### src/rtl/pipeline_pkg.sv
`default_nettype none
// ============================================================================
// Module      : pipeline_pkg
// Description : Shared types and constants for the 5-stage pipeline control
//               logic. It holds the hazard FSM state encoding, the
//               forwarding-select codes, and a small helper that decides
//               whether a write-back register feeds a source operand.
// Revision    : 1.0  initial release
// ============================================================================
package pipeline_pkg;

    // Hazard controller state.
    typedef enum logic [1:0] {
        RUN      = 2'd0,
        MEM_WAIT = 2'd1,
        FLUSH    = 2'd2
    } state_e;

    // ALU operand source selects.
    localparam logic [1:0] FWD_RF    = 2'b00;
    localparam logic [1:0] FWD_EXMEM = 2'b10;
    localparam logic [1:0] FWD_MEMWB = 2'b01;

    // A producer forwards to a consumer only when it really writes a
    // register, that register is not r0, and the register numbers match.
    function automatic logic fwd_hit(input logic       wr_en,
                                     input logic [4:0] wr_reg,
                                     input logic [4:0] src_reg);
        return wr_en && (wr_reg != 5'd0) && (wr_reg == src_reg);
    endfunction

endpackage : pipeline_pkg
`default_nettype wire

### src/rtl/forwarding_unit.sv
`default_nettype none
// ============================================================================
// Module      : forwarding_unit
// Description : Combinational EX-stage operand forwarding selects. For each
//               ALU operand it picks the EX/MEM result, the MEM/WB result, or
//               the register file, with EX/MEM taking precedence because it
//               holds the younger value.
// Ports       : i_id_ex_rs, i_id_ex_rt          source registers in ID/EX
//               i_ex_mem_reg_write, i_ex_mem_wb_reg  EX/MEM producer
//               i_mem_wb_reg_write, i_mem_wb_wb_reg  MEM/WB producer
//               o_fwd_a, o_fwd_b                operand selects
// Revision    : 1.0  initial release
// ============================================================================
module forwarding_unit
    import pipeline_pkg::*;
(
    input  logic [4:0] i_id_ex_rs,
    input  logic [4:0] i_id_ex_rt,
    input  logic       i_ex_mem_reg_write,
    input  logic [4:0] i_ex_mem_wb_reg,
    input  logic       i_mem_wb_reg_write,
    input  logic [4:0] i_mem_wb_wb_reg,
    output logic [1:0] o_fwd_a,
    output logic [1:0] o_fwd_b
);

    always_comb begin
        o_fwd_a = FWD_RF;
        if (fwd_hit(i_ex_mem_reg_write, i_ex_mem_wb_reg, i_id_ex_rs)) begin
            o_fwd_a = FWD_EXMEM;
        end else if (fwd_hit(i_mem_wb_reg_write, i_mem_wb_wb_reg, i_id_ex_rs)) begin
            o_fwd_a = FWD_MEMWB;
        end
    end

    always_comb begin
        o_fwd_b = FWD_RF;
        if (fwd_hit(i_ex_mem_reg_write, i_ex_mem_wb_reg, i_id_ex_rt)) begin
            o_fwd_b = FWD_EXMEM;
        end else if (fwd_hit(i_mem_wb_reg_write, i_mem_wb_wb_reg, i_id_ex_rt)) begin
            o_fwd_b = FWD_MEMWB;
        end
    end

endmodule : forwarding_unit
`default_nettype wire

### src/rtl/pipeline_hazard_ctrl.sv
`default_nettype none
// ============================================================================
// Module      : pipeline_hazard_ctrl
// Description : Pipeline control for the 5-stage core. Generates the PC and
//               stage-register write enables and bubble (flush) controls for
//               load-use stalls, taken branch/jump redirects resolved in MEM,
//               and multi-cycle data-memory waits. Also supplies the EX
//               forwarding selects, saturating stall/flush event counters and
//               a sticky memory-wait timeout flag.
// Ports       : clk, reset (async, active-low)
//               if_id_*  / id_ex_*      consumer-side register numbers
//               ex_mem_* / mem_wb_*     producer / control info downstream
//               mem_ready               data memory completes this cycle
//               *_WriteEn, *_flush      stage register controls
//               fwdA, fwdB              ALU operand selects
//               stall_cnt, flush_cnt    saturating event counters
//               mem_timeout             sticky wait-timeout flag
// Revision    : 1.0  initial release
// ============================================================================
module pipeline_hazard_ctrl
    import pipeline_pkg::*;
#(
    parameter int CNT_W       = 16,
    parameter int MEM_TIMEOUT = 64
) (
    input  logic             clk,
    input  logic             reset,
    input  logic [4:0]       if_id_rs,
    input  logic [4:0]       if_id_rt,
    input  logic             if_id_uses_rt,
    input  logic [4:0]       id_ex_rs,
    input  logic [4:0]       id_ex_rt,
    input  logic             id_ex_MemRead,
    input  logic             ex_mem_Branch,
    input  logic             ex_mem_Jump,
    input  logic             ex_mem_Zero,
    input  logic             ex_mem_MemRead,
    input  logic             ex_mem_MemWrite,
    input  logic             ex_mem_RegWrite,
    input  logic [4:0]       ex_mem_WriteBackReg,
    input  logic             mem_wb_RegWrite,
    input  logic [4:0]       mem_wb_WriteBackReg,
    input  logic             mem_ready,
    output logic             pc_WriteEn,
    output logic             if_id_WriteEn,
    output logic             id_ex_WriteEn,
    output logic             ex_mem_WriteEn,
    output logic             mem_wb_WriteEn,
    output logic             if_id_flush,
    output logic             id_ex_flush,
    output logic             ex_mem_flush,
    output logic             mem_wb_flush,
    output logic [1:0]       fwdA,
    output logic [1:0]       fwdB,
    output logic [CNT_W-1:0] stall_cnt,
    output logic [CNT_W-1:0] flush_cnt,
    output logic             mem_timeout
);

    // Wait counter saturates at MEM_TIMEOUT, so it only needs to hold that.
    localparam int                WAIT_W   = $clog2(MEM_TIMEOUT + 1);
    localparam logic [WAIT_W-1:0] WAIT_MAX = WAIT_W'(MEM_TIMEOUT);

    // ------------------------------------------------------------------
    // Registered state
    // ------------------------------------------------------------------
    state_e             r_state_q;
    logic [WAIT_W-1:0]  r_wait_q;
    logic               r_timeout_q;
    logic [CNT_W-1:0]   r_stall_cnt_q;
    logic [CNT_W-1:0]   r_flush_cnt_q;

    state_e             w_state_d;
    logic [WAIT_W-1:0]  w_wait_d;
    logic               w_timeout_d;
    logic [CNT_W-1:0]   w_stall_cnt_d;
    logic [CNT_W-1:0]   w_flush_cnt_d;

    // ------------------------------------------------------------------
    // Hazard terms
    // ------------------------------------------------------------------
    logic w_mem_busy;
    logic w_redirect;
    logic w_load_use;

    assign w_mem_busy = (ex_mem_MemRead | ex_mem_MemWrite) & ~mem_ready;
    assign w_redirect = ex_mem_Jump | (ex_mem_Branch & ex_mem_Zero);
    assign w_load_use = id_ex_MemRead && (id_ex_rt != 5'd0) &&
                        ((id_ex_rt == if_id_rs) ||
                         (if_id_uses_rt && (id_ex_rt == if_id_rt)));

    // Raw (pre-reset-gating) controls
    logic       w_pc_we;
    logic       w_if_id_we;
    logic       w_id_ex_we;
    logic       w_ex_mem_we;
    logic       w_mem_wb_we;
    logic       w_if_id_fl;
    logic       w_id_ex_fl;
    logic       w_ex_mem_fl;
    logic       w_mem_wb_fl;
    logic       w_stall_inc;
    logic       w_flush_inc;
    logic [1:0] w_fwd_a;
    logic [1:0] w_fwd_b;

    // ------------------------------------------------------------------
    // Next-state and control decode
    // ------------------------------------------------------------------
    always_comb begin
        w_state_d   = RUN;
        w_wait_d    = '0;
        w_timeout_d = r_timeout_q;
        w_pc_we     = 1'b1;
        w_if_id_we  = 1'b1;
        w_id_ex_we  = 1'b1;
        w_ex_mem_we = 1'b1;
        w_mem_wb_we = 1'b1;
        w_if_id_fl  = 1'b0;
        w_id_ex_fl  = 1'b0;
        w_ex_mem_fl = 1'b0;
        w_mem_wb_fl = 1'b0;
        w_stall_inc = 1'b0;
        w_flush_inc = 1'b0;

        if (w_mem_busy) begin
            // Freeze everything up to EX/MEM and bubble into WB while the
            // memory access is outstanding.
            w_pc_we     = 1'b0;
            w_if_id_we  = 1'b0;
            w_id_ex_we  = 1'b0;
            w_ex_mem_we = 1'b0;
            w_mem_wb_we = 1'b0;
            w_mem_wb_fl = 1'b1;
            w_stall_inc = 1'b1;
            w_state_d   = MEM_WAIT;
            w_wait_d    = (r_wait_q == WAIT_MAX) ? r_wait_q : r_wait_q + WAIT_W'(1);
            if (w_wait_d >= WAIT_MAX) begin
                w_timeout_d = 1'b1;
            end
        end else if (w_redirect && (r_state_q != FLUSH)) begin
            // The three younger stages hold wrong-path instructions. The
            // cycle after a redirect those stages are already bubbles, so a
            // hazard seen then comes from garbage and is ignored.
            w_if_id_we  = 1'b0;
            w_id_ex_we  = 1'b0;
            w_ex_mem_we = 1'b0;
            w_if_id_fl  = 1'b1;
            w_id_ex_fl  = 1'b1;
            w_ex_mem_fl = 1'b1;
            w_flush_inc = 1'b1;
            w_state_d   = FLUSH;
        end else if (w_load_use && (r_state_q != FLUSH)) begin
            // Hold PC and IF/ID one cycle; a bubble enters ID/EX, which
            // removes the load from ID/EX and clears the condition.
            w_pc_we     = 1'b0;
            w_if_id_we  = 1'b0;
            w_id_ex_we  = 1'b0;
            w_id_ex_fl  = 1'b1;
            w_stall_inc = 1'b1;
        end
    end

    always_comb begin
        w_stall_cnt_d = r_stall_cnt_q;
        w_flush_cnt_d = r_flush_cnt_q;
        if (w_stall_inc && (r_stall_cnt_q != '1)) begin
            w_stall_cnt_d = r_stall_cnt_q + CNT_W'(1);
        end
        if (w_flush_inc && (r_flush_cnt_q != '1)) begin
            w_flush_cnt_d = r_flush_cnt_q + CNT_W'(1);
        end
    end

    always_ff @(posedge clk or negedge reset) begin
        if (!reset) begin
            r_state_q     <= RUN;
            r_wait_q      <= '0;
            r_timeout_q   <= 1'b0;
            r_stall_cnt_q <= '0;
            r_flush_cnt_q <= '0;
        end else begin
            r_state_q     <= w_state_d;
            r_wait_q      <= w_wait_d;
            r_timeout_q   <= w_timeout_d;
            r_stall_cnt_q <= w_stall_cnt_d;
            r_flush_cnt_q <= w_flush_cnt_d;
        end
    end

    // ------------------------------------------------------------------
    // Forwarding
    // ------------------------------------------------------------------
    forwarding_unit u_forwarding_unit (
        .i_id_ex_rs         (id_ex_rs),
        .i_id_ex_rt         (id_ex_rt),
        .i_ex_mem_reg_write (ex_mem_RegWrite),
        .i_ex_mem_wb_reg    (ex_mem_WriteBackReg),
        .i_mem_wb_reg_write (mem_wb_RegWrite),
        .i_mem_wb_wb_reg    (mem_wb_WriteBackReg),
        .o_fwd_a            (w_fwd_a),
        .o_fwd_b            (w_fwd_b)
    );

    // ------------------------------------------------------------------
    // Outputs. While reset is low every stage is held cleared and nothing
    // is written, independent of the clock.
    // ------------------------------------------------------------------
    assign pc_WriteEn     = reset & w_pc_we;
    assign if_id_WriteEn  = reset & w_if_id_we;
    assign id_ex_WriteEn  = reset & w_id_ex_we;
    assign ex_mem_WriteEn = reset & w_ex_mem_we;
    assign mem_wb_WriteEn = reset & w_mem_wb_we;
    assign if_id_flush    = ~reset | w_if_id_fl;
    assign id_ex_flush    = ~reset | w_id_ex_fl;
    assign ex_mem_flush   = ~reset | w_ex_mem_fl;
    assign mem_wb_flush   = ~reset | w_mem_wb_fl;
    assign fwdA           = reset ? w_fwd_a : FWD_RF;
    assign fwdB           = reset ? w_fwd_b : FWD_RF;
    assign stall_cnt      = r_stall_cnt_q;
    assign flush_cnt      = r_flush_cnt_q;
    assign mem_timeout    = r_timeout_q;

endmodule : pipeline_hazard_ctrl
`default_nettype wire

### config.mk
export PLATFORM = sky130hd
export DESIGN_NAME = pipeline_hazard_ctrl
export DESIGN_NICKNAME = d
export VERILOG_FILES = /design/src/rtl/pipeline_pkg.sv /design/src/rtl/forwarding_unit.sv /design/src/rtl/pipeline_hazard_ctrl.sv
export SDC_FILE = /design/constraint.sdc
export NUM_CORES = 1
export LEC_CHECK = 0
export BUFFER_PORTS_ARGS = -buffer_cell sky130_fd_sc_hd__buf_2
export CAP_MARGIN = 20
export CELL_PAD_IN_SITES_DETAIL_PLACEMENT = 0
export CELL_PAD_IN_SITES_GLOBAL_PLACEMENT = 1
export CORE_MARGIN = 2
export CORE_UTILIZATION = 29
export DETAILED_ROUTE_END_ITERATION = 7
export PLACE_DENSITY_LB_ADDON = 0.3
export SYNTH_ARGS = -nofsm -noshare
export SYNTH_HDL_FRONTEND = slang
export SYNTH_SLANG_ARGS = --single-unit
export TNS_END_PERCENT = 30
### constraint.sdc
create_clock -name clk -period 2.6 [get_ports clk]
set_input_delay 0.39 -clock clk [delete_from_list [all_inputs] [get_ports clk]]
set_output_delay 0.39 -clock clk [all_outputs]
set_load 0.05 [all_outputs]
Yosys cells after proc, flatten, opt, wreduce, memory -nomap -nowiden
Cells that the tools add are included.
W data, S select, Z words.
- add/subtract/negate cells: 3
- magnitude comparators: 1
- equality and inequality tests: 10
- mux-type cells: 26
- bitwise logic cells: 13
- reduce and logical (&&, ||, !) cells: 18
- operator list (operator ; count):
    $add A16 B1 Y16 const B ; 2
    $ne A16 B16 Y1 const B ; 2
    $eq A5 B5 Y1 ; 6
    $mux W1 ; 18
    $reduce_bool A5 Y1 ; 3
    $mux W7 ; 2
    $logic_and A1 B1 Y1 ; 13
    $mux W2 ; 6
    $add A7 B1 Y7 const B ; 1
    $eq A7 B7 Y1 const B ; 1
    $ge A7 B7 Y1 const B ; 1
    $and A1 B1 Y1 ; 6
    $or A1 B1 Y1 ; 5
    $ne A2 B2 Y1 const B ; 1
    $not A1 Y1 ; 2
    $reduce_and A2 Y1 ; 1
    $logic_or A1 B1 Y1 ; 1
- register bits after elaboration: 42
- bits of input ports: 42

Logic depth before layout (Yosys ltp)
Gate-level depths: netlist of the first run.
- word-level depth: 9
- gate-level depth with buffers: 7
- mapped depth without buffers: 7

By module
A second synthesis of the first run with hierarchy kept.
- cell total of the unflattened synthesis: 253
- area total of the unflattened synthesis: 2464.9 um2
- modules (own cells, without submodules) (module ; instances ; cells an instance ; area an instance (um2) ; sequential area each (um2)):
    pipeline_hazard_ctrl ; 1 ; 219 ; 2207.1 ; 1051.0
    forwarding_unit ; 1 ; 34 ; 257.7 ; 0.0

Least setup slack after synthesis of the first run
OpenSTA, ideal clock, no wires.
- kind: input-to-output
- start point: in id_ex_rt[1]
- end point: out if_id_WriteEn
- arrival time: 3015 ps
- required time: 2210 ps
- slack: -805 ps
- cell stages on the path: 6
- path buffers: 2
- cell sequence: buf_2 > or4_2 > o211ai_1 > nor2_1 > nor3_1 > buf_4
- cells in the longest elaborated chain, start to end: 9
- elaborated cells on any way between the ends: 12
- those cells by class: 2 x eq/ne; 3 x mux; 1 x bitwise; 6 x reduce/logical
- RTL lines (element ; RTL line ; RTL):
    start: declaration ; pipeline_hazard_ctrl.sv:32 ; input logic [4:0] id_ex_rt,
    $eq A5 B5 Y1 ; pipeline_hazard_ctrl.sv:90 ; (if_id_uses_rt && (id_ex_rt == if_id_rt)));
    $logic_and A1 B1 Y1 ; pipeline_hazard_ctrl.sv:90 ;
    $logic_or A1 B1 Y1 ; pipeline_hazard_ctrl.sv:89 ; ((id_ex_rt == if_id_rs) ||
    $logic_and A1 B1 Y1 * ; pipeline_hazard_ctrl.sv:88 ; assign w_load_use = id_ex_MemRead && (id_ex_rt != 5'd0) &&
    $logic_and A1 B1 Y1 * ; pipeline_hazard_ctrl.sv:153 ; end else if (w_load_use && (r_state_q != FLUSH)) begin
    $mux W1 * (3 in series) ; n/a ;
    $and A1 B1 Y1 * ; n/a ;
    end: declaration ; pipeline_hazard_ctrl.sv:45 ; output logic if_id_WriteEn,
Every way passes the cells marked *; elsewhere a longest branch is shown, timed or not.

Worst setup path after layout of the first run
- start point: in id_ex_rt[1]
- end point: out id_ex_flush
- cells in the longest elaborated chain, start to end: 9
- elaborated cells on any way between the ends: 12
- those cells by class: 2 x eq/ne; 3 x mux; 1 x bitwise; 6 x reduce/logical
- RTL lines (element ; RTL line ; RTL):
    $eq A5 B5 Y1 ; pipeline_hazard_ctrl.sv:90 ;
    $logic_and A1 B1 Y1 ; pipeline_hazard_ctrl.sv:90 ;
    $logic_or A1 B1 Y1 ; pipeline_hazard_ctrl.sv:89 ;
    $logic_and A1 B1 Y1 * ; pipeline_hazard_ctrl.sv:88 ;
    $logic_and A1 B1 Y1 * ; pipeline_hazard_ctrl.sv:153 ;
    $mux W1 * ; pipeline_hazard_ctrl.sv:153 ;
    $mux W1 * ; pipeline_hazard_ctrl.sv:141 ; end else if (w_redirect && (r_state_q != FLUSH)) begin
    $mux W1 * ; pipeline_hazard_ctrl.sv:126 ; if (w_mem_busy) begin
    $or A1 B1 Y1 * ; pipeline_hazard_ctrl.sv:215 ; assign id_ex_flush = ~reset | w_id_ex_fl;
    end: declaration ; pipeline_hazard_ctrl.sv:50 ; output logic id_ex_flush,
Marked as above.

==> results by group, run 1 <==
Worst setup path
  • CP required: between 2 and 2.5 ns
  • Crit path max fanout: 5
  • Crit. End Element: output port
  • Reg2Reg Setup Slack: 0.38 ns
  • CP Launch Type: input port
  • Critical Path AT: 2.07 ns
  • Critical path class: input port to output port

Global routing
  • GRT Overall Usage: between 10% and 20%
  • Initial antenna violation count: 0
  • Largest net degree at the start of global routing: 15
  • First-pass GRT wire length: 9850 um
  • Remaining Overflow, GRT: 0
  • Vias in the first global route: between 2000 and 2500

Die
  • # rows: 33
  • CORE AREA: a little over 8000 um^2
  • Die area: ~9300 um^2
  • Die W: 96.2 um
  • Die H: about 96 um
  • Io pins: 88
  • Initial cell density of the core: 30.0%

Synthesis
  • Async SR Flop Fraction: between 90% and 100%
  • Main synth FF type: dfrtp_1
  • Synth top area cells: dfrtp_1 43%, xor2_1 13%, xnor2_1 9.6%
  • Post-synth EDFFs: 0
  • Synth cell count leaders: 42 x dfrtp_1, 37 x xor2_1, 27 x xnor2_1
  • Register bit total from synthesis: between 40 and 50
  • YS warnings: 0
  • Syn Inst Count: 248
  • Register area share after synthesis: about 43%
  • Synth unique cells: 43
  • Cell taking the most area after synthesis: dfrtp_1
  • Syn Std Cell Area: between 2000 and 2500 um^2
  • Syn avg cell area: 9.95 um^2
  • Post-synth top area share: 42.6%
  • Mapped Nets: 294
  • Most numerous cell in the Yosys netlist: dfrtp_1

Clocking
  • Setup bufs post-CTS: 0
  • Clock Path Buffers: 2
  • CTS root buffer: clkbuf_8
  • H-tree depth: 2
  • Cts hold-fix bufs: 1
  • CTS tree: done
  • Post-CTS resize count: 0
  • Total CTS buffers: 5
  • Worst-path clk slew: 0.08 ns
  • Clock sink count: 42
  • Skew-Pair Late Insertion Delay: about 0.28 ns

Timing
  • Setup TNS: 0 ns
  • Worst slew margin: 66.4%
  • RSZ-0062 raised after global routing: false
  • Final Hold Vio Count: 0
  • Worst Max-Slew Pin Slew: between 0.5 and 0.6 ns
  • FMAX: ~400 MHz
  • Max Transition Viols Final: 0
  • Final min period: between 2 and 2.5 ns
  • Final setup viols: 0
  • Fin crit share: 94.5%
  • PnR worst setup slack: 0.142 ns
  • Fin Clk Skew: approximately 0.0057 ns

Placed design
  • Placed insts: 440
  • Placed Area: roughly 3100 um^2
  • RD Place Congestion: roughly 0.73
  • I/O Buffers: 87
  • Placement Setup Slack: between 0.1 and 0.15 ns
  • Hpwl dp: between 4000 and 5000 um

Pwr
  • Power Density: between 700 and 800 nW/um^2
  • VDD IR max: around 0.69 mV
  • Pleak: between 1.5 and 2 nW

Route
  • Via Count: roughly 2100
  • Avg Vias per Cell: 4.64
  • DR pass1 iterations: 4
  • Routed wire length: between 6000 and 7000 um
  • Iter 0 DRT Violations: a little under 70
  • WL/cell: around 13 um
  • Drt drc: 0
  • ANT nets after route: 0

Cells and area
  • Layout cells sized above 1: 32.8%
  • Layout Nets: ~390
  • Area of the multi-input gates: ~1400 um^2
  • Finished Layout Cells: between 400 and 500
  • Diodes inserted: 0
  • Area growth syn-to-layout: 28.0%
  • Fillcell total: roughly 860
  • Reg area: about 1100 um^2
  • Post-route cell area: roughly 3200 um^2

Hold path
  • Worst hold path type: flip-flop to flip-flop

Flow run
  • Max Cap Viol: 0

Outcome
  • Status: completed
## power breakdown
| part | switching [W] | leakage [nW] | internal [W] | total [W] |
|---|---|---|---|---|
| logic | 0.000629 | 0.983 | 0.000271 | 0.000900 |
| registers | 0.000138 | 0.544 | 0.000760 | 0.000898 |
| clock network | 0.000212 | 0.0482 | 0.000214 | 0.000427 |
## critical path: stages
cell,delay [ns]
buf_2,0.14
or4_2,0.69
o211ai_1,0.26
nor2_1,0.15
o21ai_0,0.16
nand2_1,0.06
buf_2,0.21
## metal layers
layer / part of all wire [%] / track usage (%)
met3: 7.3 / 2.51
met1: 49 / 19.4
met2: 43 / 21.0
met5: 0 / 0
met4: 0.74 / 3.21
## cells by family after synthesis
group           synth area share [%]
mux                             1.47
compound gates                  6.74
buf+inv                         2.99
xor+xnor                        22.7
fa+ha+maj                       2.03
simple gates                    21.5
flops                           42.6
## cells in the final DEF, fill, tap and decap left out, types with 2 or more instances in the layout
cell,synthesis,final
ha_1,4,4
or4_1,3,3
o211ai_1,3,3
nand4_1,8,8
inv_1,8,8
xor2_1,37,37
clkbuf_8,0,6
nor3_1,10,9
buf_4,2,7
buf_2,2,87
nand2b_1,2,2
and3_1,9,9
a21oi_1,4,3
dfrtp_1,42,42
nand3_1,21,21
o21ai_0,3,3
nor2_1,22,22
nand2_1,12,12
nor4_1,3,3
xnor2_1,27,27
and2_1,2,2
## layout make-up
type                    count  share of cell area (%)
clock buffers               7                    2.73
clock inverters             1                   0.158
inverters                   8                   0.950
multi-input cells         191                    43.0
flip-flops and latches     42                    33.3
well taps                 105                    4.16
repair buffers             95                    15.8
## worst paths after layout
kind	from	end	cells past startpoint
setup / recovery	id_ex_rt[1]	id_ex_flush	7
hold / removal	mem_timeout$_DFFE_PN0P_	mem_timeout$_DFFE_PN0P_	1
setup reg to reg	stall_cnt[9]$_DFFE_PN0P_	stall_cnt[1]$_DFFE_PN0P_	5
hold reg to reg	mem_timeout$_DFFE_PN0P_	mem_timeout$_DFFE_PN0P_	1
max in group asynchronous	reset	flush_cnt[11]$_DFFE_PN0P_	3
min in group asynchronous	reset	stall_cnt[14]$_DFFE_PN0P_	2
## state kept, by name (all words and copies together) (netlist names)
register     cells
r_state_q        2
mem_timeout      1
r_wait_q         7
flush_cnt       16
stall_cnt       16
## metrics by stage
| step | utilization [%] | hold slack (ns) | total power (W) |
|---|---|---|---|
| after floorplan | - | 0.0944 | 0.00155 |
| after global placement | 37.2 | 0.307 | 0.00181 |
| after detailed placement | 37.2 | 0.311 | 0.00181 |
| after CTS | 38.4 | 0.496 | 0.00226 |
| after global routing | 38.4 | 0.503 | 0.00237 |
| final | 38.4 | 0.485 | 0.00222 |
Note: power is estimated with default switching activity, not from simulation.
==> run 2: changes to the inputs <==
--- a/config.mk
+++ b/config.mk
@@ -15,5 +15,6 @@
 export PLACE_DENSITY_LB_ADDON = 0.3
 export SYNTH_ARGS = -nofsm -noshare
 export SYNTH_HDL_FRONTEND = slang
+export SYNTH_HIERARCHICAL = 1
 export SYNTH_SLANG_ARGS = --single-unit
 export TNS_END_PERCENT = 30
==> run 2 against run 1 <==
- combinational power is 2.8% higher
- largest power group unchanged
- clock power down 2%
- die area fell by 0.10%
- area after synthesis shrank 0.10%
- maximum frequency is 4.0% higher
- cell count grew 0.89%
- wire length fell by 0.79%
- cell area shrank 0.63%
==> results by group, run 2 <==
Outcome
  • Status: completed

Pwr
  • Power Density: 721 nW/um^2
  • VDD IR max: 0.521 mV
  • Clock share of power: a little under a fifth
  • Logic pwr share: around two fifths
  • P_sw: between 0.001 and 0.0015 W
  • Overall power: roughly 0.0023 W
  • Sequential Power Share: between 40% and 50%
  • Internal: between 0.001 and 0.0015 W
  • Pleak: between 1.5 and 2 nW
  • Sw frac: around 46%

Synthesis
  • Adder-Cell Fraction of Synth Area: approximately 2.0%
  • Main combinational cell family by area after synthesis: simple AND/OR/NAND/NOR gates
  • Post-synth EDFFs: 0
  • Cell taking the most area after synthesis: dfrtp_1
  • Mux share of post-synthesis cell area: approximately 1.9%
  • Mapped Nets: approximately 300
  • Synth unique cells: 37
  • Synth top area cells: dfrtp_1 43%, xnor2_1 13%, xor2_1 10%
  • Synth cell count leaders: 42 x dfrtp_1, 36 x xnor2_1, 29 x xor2_1
  • Compound-Gate Fraction of Synth Area: 4.72%
  • Syn Std Cell Area: approximately 2500 um^2
  • Syn Inst Count: 253
  • Most numerous cell in the Yosys netlist: dfrtp_1
  • Xor/xnor share of the synthesized area: a little under a quarter
  • Main synth FF type: dfrtp_1
  • Register bit total from synthesis: 42
  • Async SR Flop Fraction: between 90% and 100%
  • Syn avg cell area: 9.74 um^2
  • Simple-Gate Fraction of Synth Area: between 20% and 30%
  • Post-synth top area share: between 40 and 50%
  • Register area share after synthesis: a little over two fifths
  • YS warnings: 6

Timing
  • Setup TNS: 0 ns
  • Min Hold Slack: 0.0971 ns
  • Final Hold Vio Count: 0
  • RSZ-0062 raised after global routing: false
  • Worst Max-Slew Pin Slew: 0.458 ns
  • FMAX: about 420 MHz
  • Max Transition Viols Final: 0
  • Worst slew margin: 69.3%
  • Final setup viols: 0
  • Fin Clk Skew: ~0.007 ns
  • Fin crit share: 90.9%
  • PnR worst setup slack: around 0.24 ns
  • Final min period: approximately 2.4 ns

Die
  • CORE AREA: just over 8000 um^2
  • Die W: between 90 and 100 um
  • Initial cell density of the core: roughly 30%
  • Io pins: 88
  • # rows: 33
  • Die H: approximately 96 um
  • Die area: between 9000 and 10000 um^2

Cells and area
  • Layout cells sized above 1: about a third
  • Diodes inserted: 0
  • Finished Layout Cells: ~450
  • Area growth syn-to-layout: 27.4%
  • Layout Nets: about 390
  • Most frequent cells in the layout: 87 x buf_2, 42 x dfrtp_1, 36 x xnor2_1, 29 x xor2_1, 27 x nor2_1
  • Most common cell after layout, fill and taps aside: buf_2

Worst setup path
  • Crit. End Element: output port
  • Crit path max fanout: 5
  • CP required: around 2.2 ns
  • CP Launch Type: input port
  • Critical path class: input port to output port
  • Critical Path AT: 1.97 ns

Placed design
  • Hpwl dp: roughly 4700 um
  • I/O Buffers: slightly below 90
  • RD Place Congestion: 0.755
  • Placement Setup Slack: approximately 0.22 ns
  • Placed insts: between 400 and 500

Global routing
  • GR Util met1: between 10% and 20%
  • GR Util met2: 22.3%
  • Remaining Overflow, GRT: 0
  • Vias in the first global route: about 2100
  • Largest net degree at the start of global routing: 32
  • GRT Overall Usage: about 14%
  • GRT busiest layer: met2
  • Met3 GRT Util: between 3 and 4%
  • Initial antenna violation count: 0
  • First-pass GRT wire length: roughly 10000 um

Clocking
  • Worst-path clk slew: about 0.090 ns
  • Post-CTS resize count: 0
  • H-tree depth: 2
  • Cts hold-fix bufs: 0
  • Setup bufs post-CTS: 0
  • Skew-Pair Late Insertion Delay: 0.29 ns
  • CTS root buffer: clkbuf_8
  • Clock Path Buffers: 2
  • Clock sink count: 42
  • Total CTS buffers: 5
  • CTS tree: done

Route
  • Avg Vias per Cell: ~4.5
  • Drt drc: 0
  • Via Count: 2060
  • Iter 0 DRT Violations: 51
  • WL/cell: 13.3 um
  • ANT nets after route: 0
  • Routed wire length: around 6000 um
  • DR pass1 iterations: 4

Flow run
  • Max Cap Viol: 0

Hold path
  • Worst hold path type: input port to async pin
==> run 2: final cells by class <==
class                           instances  area, um^2
Clock buffer                            6        72.6
Tap cell                              105         131
Fill cell                             882        5080
Sequential cell                        42        1050
Inverter                                8        30.0
Multi-Input combinational cell        199        1370
Clock inverter                          1        7.51
Timing Repair Buffer                   92         473
==> run 2: path summary, 6_finish.rpt <==
path	depth (start not counted)	slack, ns	to	from
setup / recovery	6	0.24	id_ex_WriteEn	id_ex_rt[1]
min in group clk	1	0.48	mem_timeout$_DFFE_PN0P_	mem_timeout$_DFFE_PN0P_
hold / removal	2	0.1	stall_cnt[5]$_DFFE_PN0P_	reset
max in group asynchronous	2	2.16	flush_cnt[11]$_DFFE_PN0P_	reset
setup reg to reg	7	0.51	stall_cnt[1]$_DFFE_PN0P_	stall_cnt[0]$_DFFE_PN0P_
hold reg to reg	1	0.48	mem_timeout$_DFFE_PN0P_	mem_timeout$_DFFE_PN0P_
==> run 2: cells by family (layout without fill, tap and decap cells) <==
| logic type | Yosys count | in the layout |
|---|---|---|
| and+or+nand+nor | 112 | 112 |
| xor gates and xnor gates | 65 | 65 |
| DFF | 42 | 42 |
| AOI/OAI and AO/OA | 14 | 14 |
| buffers and inverters | 12 | 107 |
| adders and majority gates | 4 | 4 |
| muxes | 4 | 4 |
==> run 2: power groups by stage <==
stage               Clock [W]  Combinational, W  Sequential (W)
finish               0.000418          0.000925        0.000921
floorplan                   0          0.000301         0.00130
CTS                  0.000434          0.000938        0.000925
detailed placement          0          0.000935        0.000937
global route         0.000460          0.000995        0.000947
global placement            0          0.000927        0.000931
==> run 2: routing by layer <==
layer | routed length [um] | vias to the layer above | part of all wire (%)
met5 | 0 | - | 0
met4 | 61 | 0 | 1.0
met3 | 426 | 6 | 7.1
met2 | 2700 | 53 | 45
met1 | 2820 | 963 | 47
li1 | - | 1038 | -
==> run 2: critical path, stage by stage <==
cell,delay (ns)
buf_2,0.14
or4_1,0.54
o211ai_2,0.23
and2b_2,0.28
nor2b_4,0.12
buf_2,0.27
==> run 2: per-stage QoR <==
step	utilization (%)	area, um^2
after CTS	38.2	3140
after global placement	37.2	3060
after floorplan	-	2490
final	38.2	3140
after detailed placement	37.2	3060
after global routing	38.2	3140
==> run 3: changes to the inputs <==
--- a/config.mk
+++ b/config.mk
@@ -7,7 +7,7 @@
 export LEC_CHECK = 0
 export BUFFER_PORTS_ARGS = -buffer_cell sky130_fd_sc_hd__buf_2
 export CAP_MARGIN = 20
-export CELL_PAD_IN_SITES_DETAIL_PLACEMENT = 0
+export CELL_PAD_IN_SITES_DETAIL_PLACEMENT = 1
 export CELL_PAD_IN_SITES_GLOBAL_PLACEMENT = 1
 export CORE_MARGIN = 2
 export CORE_UTILIZATION = 29
==> run 3 against run 2 <==
- register-to-register slack hardly changed
- critical path depth is 1 higher
- sequential power hardly changed
- hold slack better by 0.015 ns
- global-route usage is 1.1 points higher
- critical endpoint is now fwdB[0]
==> results by group, run 3 (synthesized netlist as in run 2, its figures left out) <==
Pwr
  • Overall power: 0.00227 W
  • VDD IR max: between 0.4 and 0.5 mV
  • Power Density: approximately 720 nW/um^2
  • Pleak: around 1.5 nW

Route
  • Post-Route M1 WL: around 2900 um
  • Drt drc: 0
  • Routed wire length: 6480 um
  • Iter 0 DRT Violations: 51
  • WL/cell: ~14 um
  • DR pass1 iterations: 4
  • Avg Vias per Cell: between 4 and 5
  • Met2 WL: around 3200 um
  • DR top layer: met4
  • DR WL met3: ~390 um
  • ANT nets after route: 0
  • Via Count: approximately 2200

Worst setup path
  • CP endpoint: fwdB[0]
  • Reg2Reg Setup Slack: between 0.5 and 0.6 ns
  • Reg-to-Reg Start: stall_cnt[0]$_DFFE_PN0P_
  • Worst r2r dst: stall_cnt[1]$_DFFE_PN0P_
  • Reg2Reg Depth: 7
  • CP cell instances: buf_2, or4_1, o21ai_2, nor4_1, nor4_1, and2_1, buf_2
  • CP startpoint: ex_mem_WriteBackReg[1]
  • CP Launch Type: input port
  • Crit path max fanout: 3
  • Crit. End Element: output port
  • Critical Path AT: 2.00 ns
  • CP peak stage delay: around 0.53 ns
  • CP required: ~2.2 ns
  • Critical path class: input port to output port
  • Worst path slowest cell: or4_1

Die
  • Io pins: between 80 and 90
  • CORE AREA: slightly above 8000 um^2
  • Initial cell density of the core: approximately 30%
  • Die W: around 96 um
  • Die H: approximately 96 um
  • # rows: 33
  • Die area: ~9300 um^2

Clocking
  • Skew-Pair Late Insertion Delay: between 0.2 and 0.3 ns
  • Cts hold-fix bufs: 0
  • CTS tree: done
  • Clock sink count: 42
  • H-tree depth: 2
  • Clock Path Buffers: 2
  • Worst-path clk slew: about 0.090 ns
  • Total CTS buffers: 5
  • Post-CTS resize count: 0
  • Setup bufs post-CTS: 0
  • CTS root buffer: clkbuf_8

Timing
  • Fin Clk Skew: around 0.0072 ns
  • RSZ-0062 raised after global routing: false
  • Min Hold Slack: between 0.1 and 0.15 ns
  • Setup TNS: 0 ns
  • Final setup viols: 0
  • Max Transition Viols Final: 0
  • Worst Max-Slew Pin Slew: ~0.46 ns
  • Final min period: ~2.4 ns
  • Final Hold Vio Count: 0
  • PnR worst setup slack: around 0.21 ns
  • FMAX: between 400 and 500 MHz
  • Worst slew margin: about 69%
  • Fin crit share: between 90% and 100%

Global routing
  • First-pass GRT wire length: about 11000 um
  • Remaining Overflow, GRT: 0
  • Largest net degree at the start of global routing: 32
  • Vias in the first global route: ~2300
  • Initial antenna violation count: 0
  • GRT Overall Usage: between 10 and 15%

Cells and area
  • Most common cell after layout, fill and taps aside: buf_2
  • Area growth syn-to-layout: 27.4%
  • Final core utilization: 38.2%
  • Most frequent cells in the layout: 87 x buf_2, 42 x dfrtp_1, 36 x xnor2_1, 29 x xor2_1, 27 x nor2_1
  • Diodes inserted: 0
  • Layout cells sized above 1: between 30% and 40%
  • Layout Nets: 394

Outcome
  • Status: completed

Hold path
  • Worst hold path type: input port to async pin

Placed design
  • Placement Setup Slack: roughly 0.22 ns
  • RD Place Congestion: between 0.7 and 0.8
  • Hpwl dp: between 5000 and 6000 um
  • I/O Buffers: 87

Flow run
  • Max Cap Viol: 0
run 3: layout make-up:
cell class	instances	area [um^2]
clock buffers	6	72.6
well taps	105	131
inverters	8	30.0
multi-input cells	199	1370
flip-flops and latches	42	1050
fillers	1006	5080
clock inverters	1	7.51
repair buffers	92	473
run 3: worst min path at each step:
| stage | to | slack (ns) | cells after the start |
|---|---|---|---|
| floorplan | flush_cnt[0]$_DFFE_PN0P_ | 0.09 | 0 |
| global placement | stall_cnt[5]$_DFFE_PN0P_ | 0.44 | 2 |
| detailed placement | stall_cnt[6]$_DFFE_PN0P_ | 0.44 | 2 |
| CTS | stall_cnt[7]$_DFFE_PN0P_ | 0.12 | 2 |
| global route | stall_cnt[7]$_DFFE_PN0P_ | 0.13 | 2 |
| finish | stall_cnt[9]$_DFFE_PN0P_ | 0.11 | 2 |
run 3: critical path, delay by kind of cell:
kind                   cells  cell delay (ns)
AO/OA/AOI/OAI              1             0.14
buffers and inverters      2             0.38
AND/OR/NAND/NOR            4             1.08
run 3: metal layers:
| layer | up-vias | global-route usage (%) |
|---|---|---|
| met3 | 2 | 4.15 |
| met5 | - | 0 |
| met1 | 1068 | 19.2 |
| li1 | 1036 | - |
| met2 | 46 | 25.3 |
| met4 | 0 | 2.86 |
run 3: stage by stage:
step                      std cells  area (um^2)
after floorplan                 253         2490
after CTS                       453         3140
after global placement          446         3060
after detailed placement        446         3060
after global routing            453         3140
final                           453         3140
run 3: where the power goes:
| group | total, W | switching (W) | internal [W] |
|---|---|---|---|
| Combinational | 0.000927 | 0.000657 | 0.000270 |
| Sequential | 0.000923 | 0.000152 | 0.000770 |
| Clock | 0.000420 | 0.000235 | 0.000185 |
| Total | 0.00227 | 0.00104 | 0.00123 |
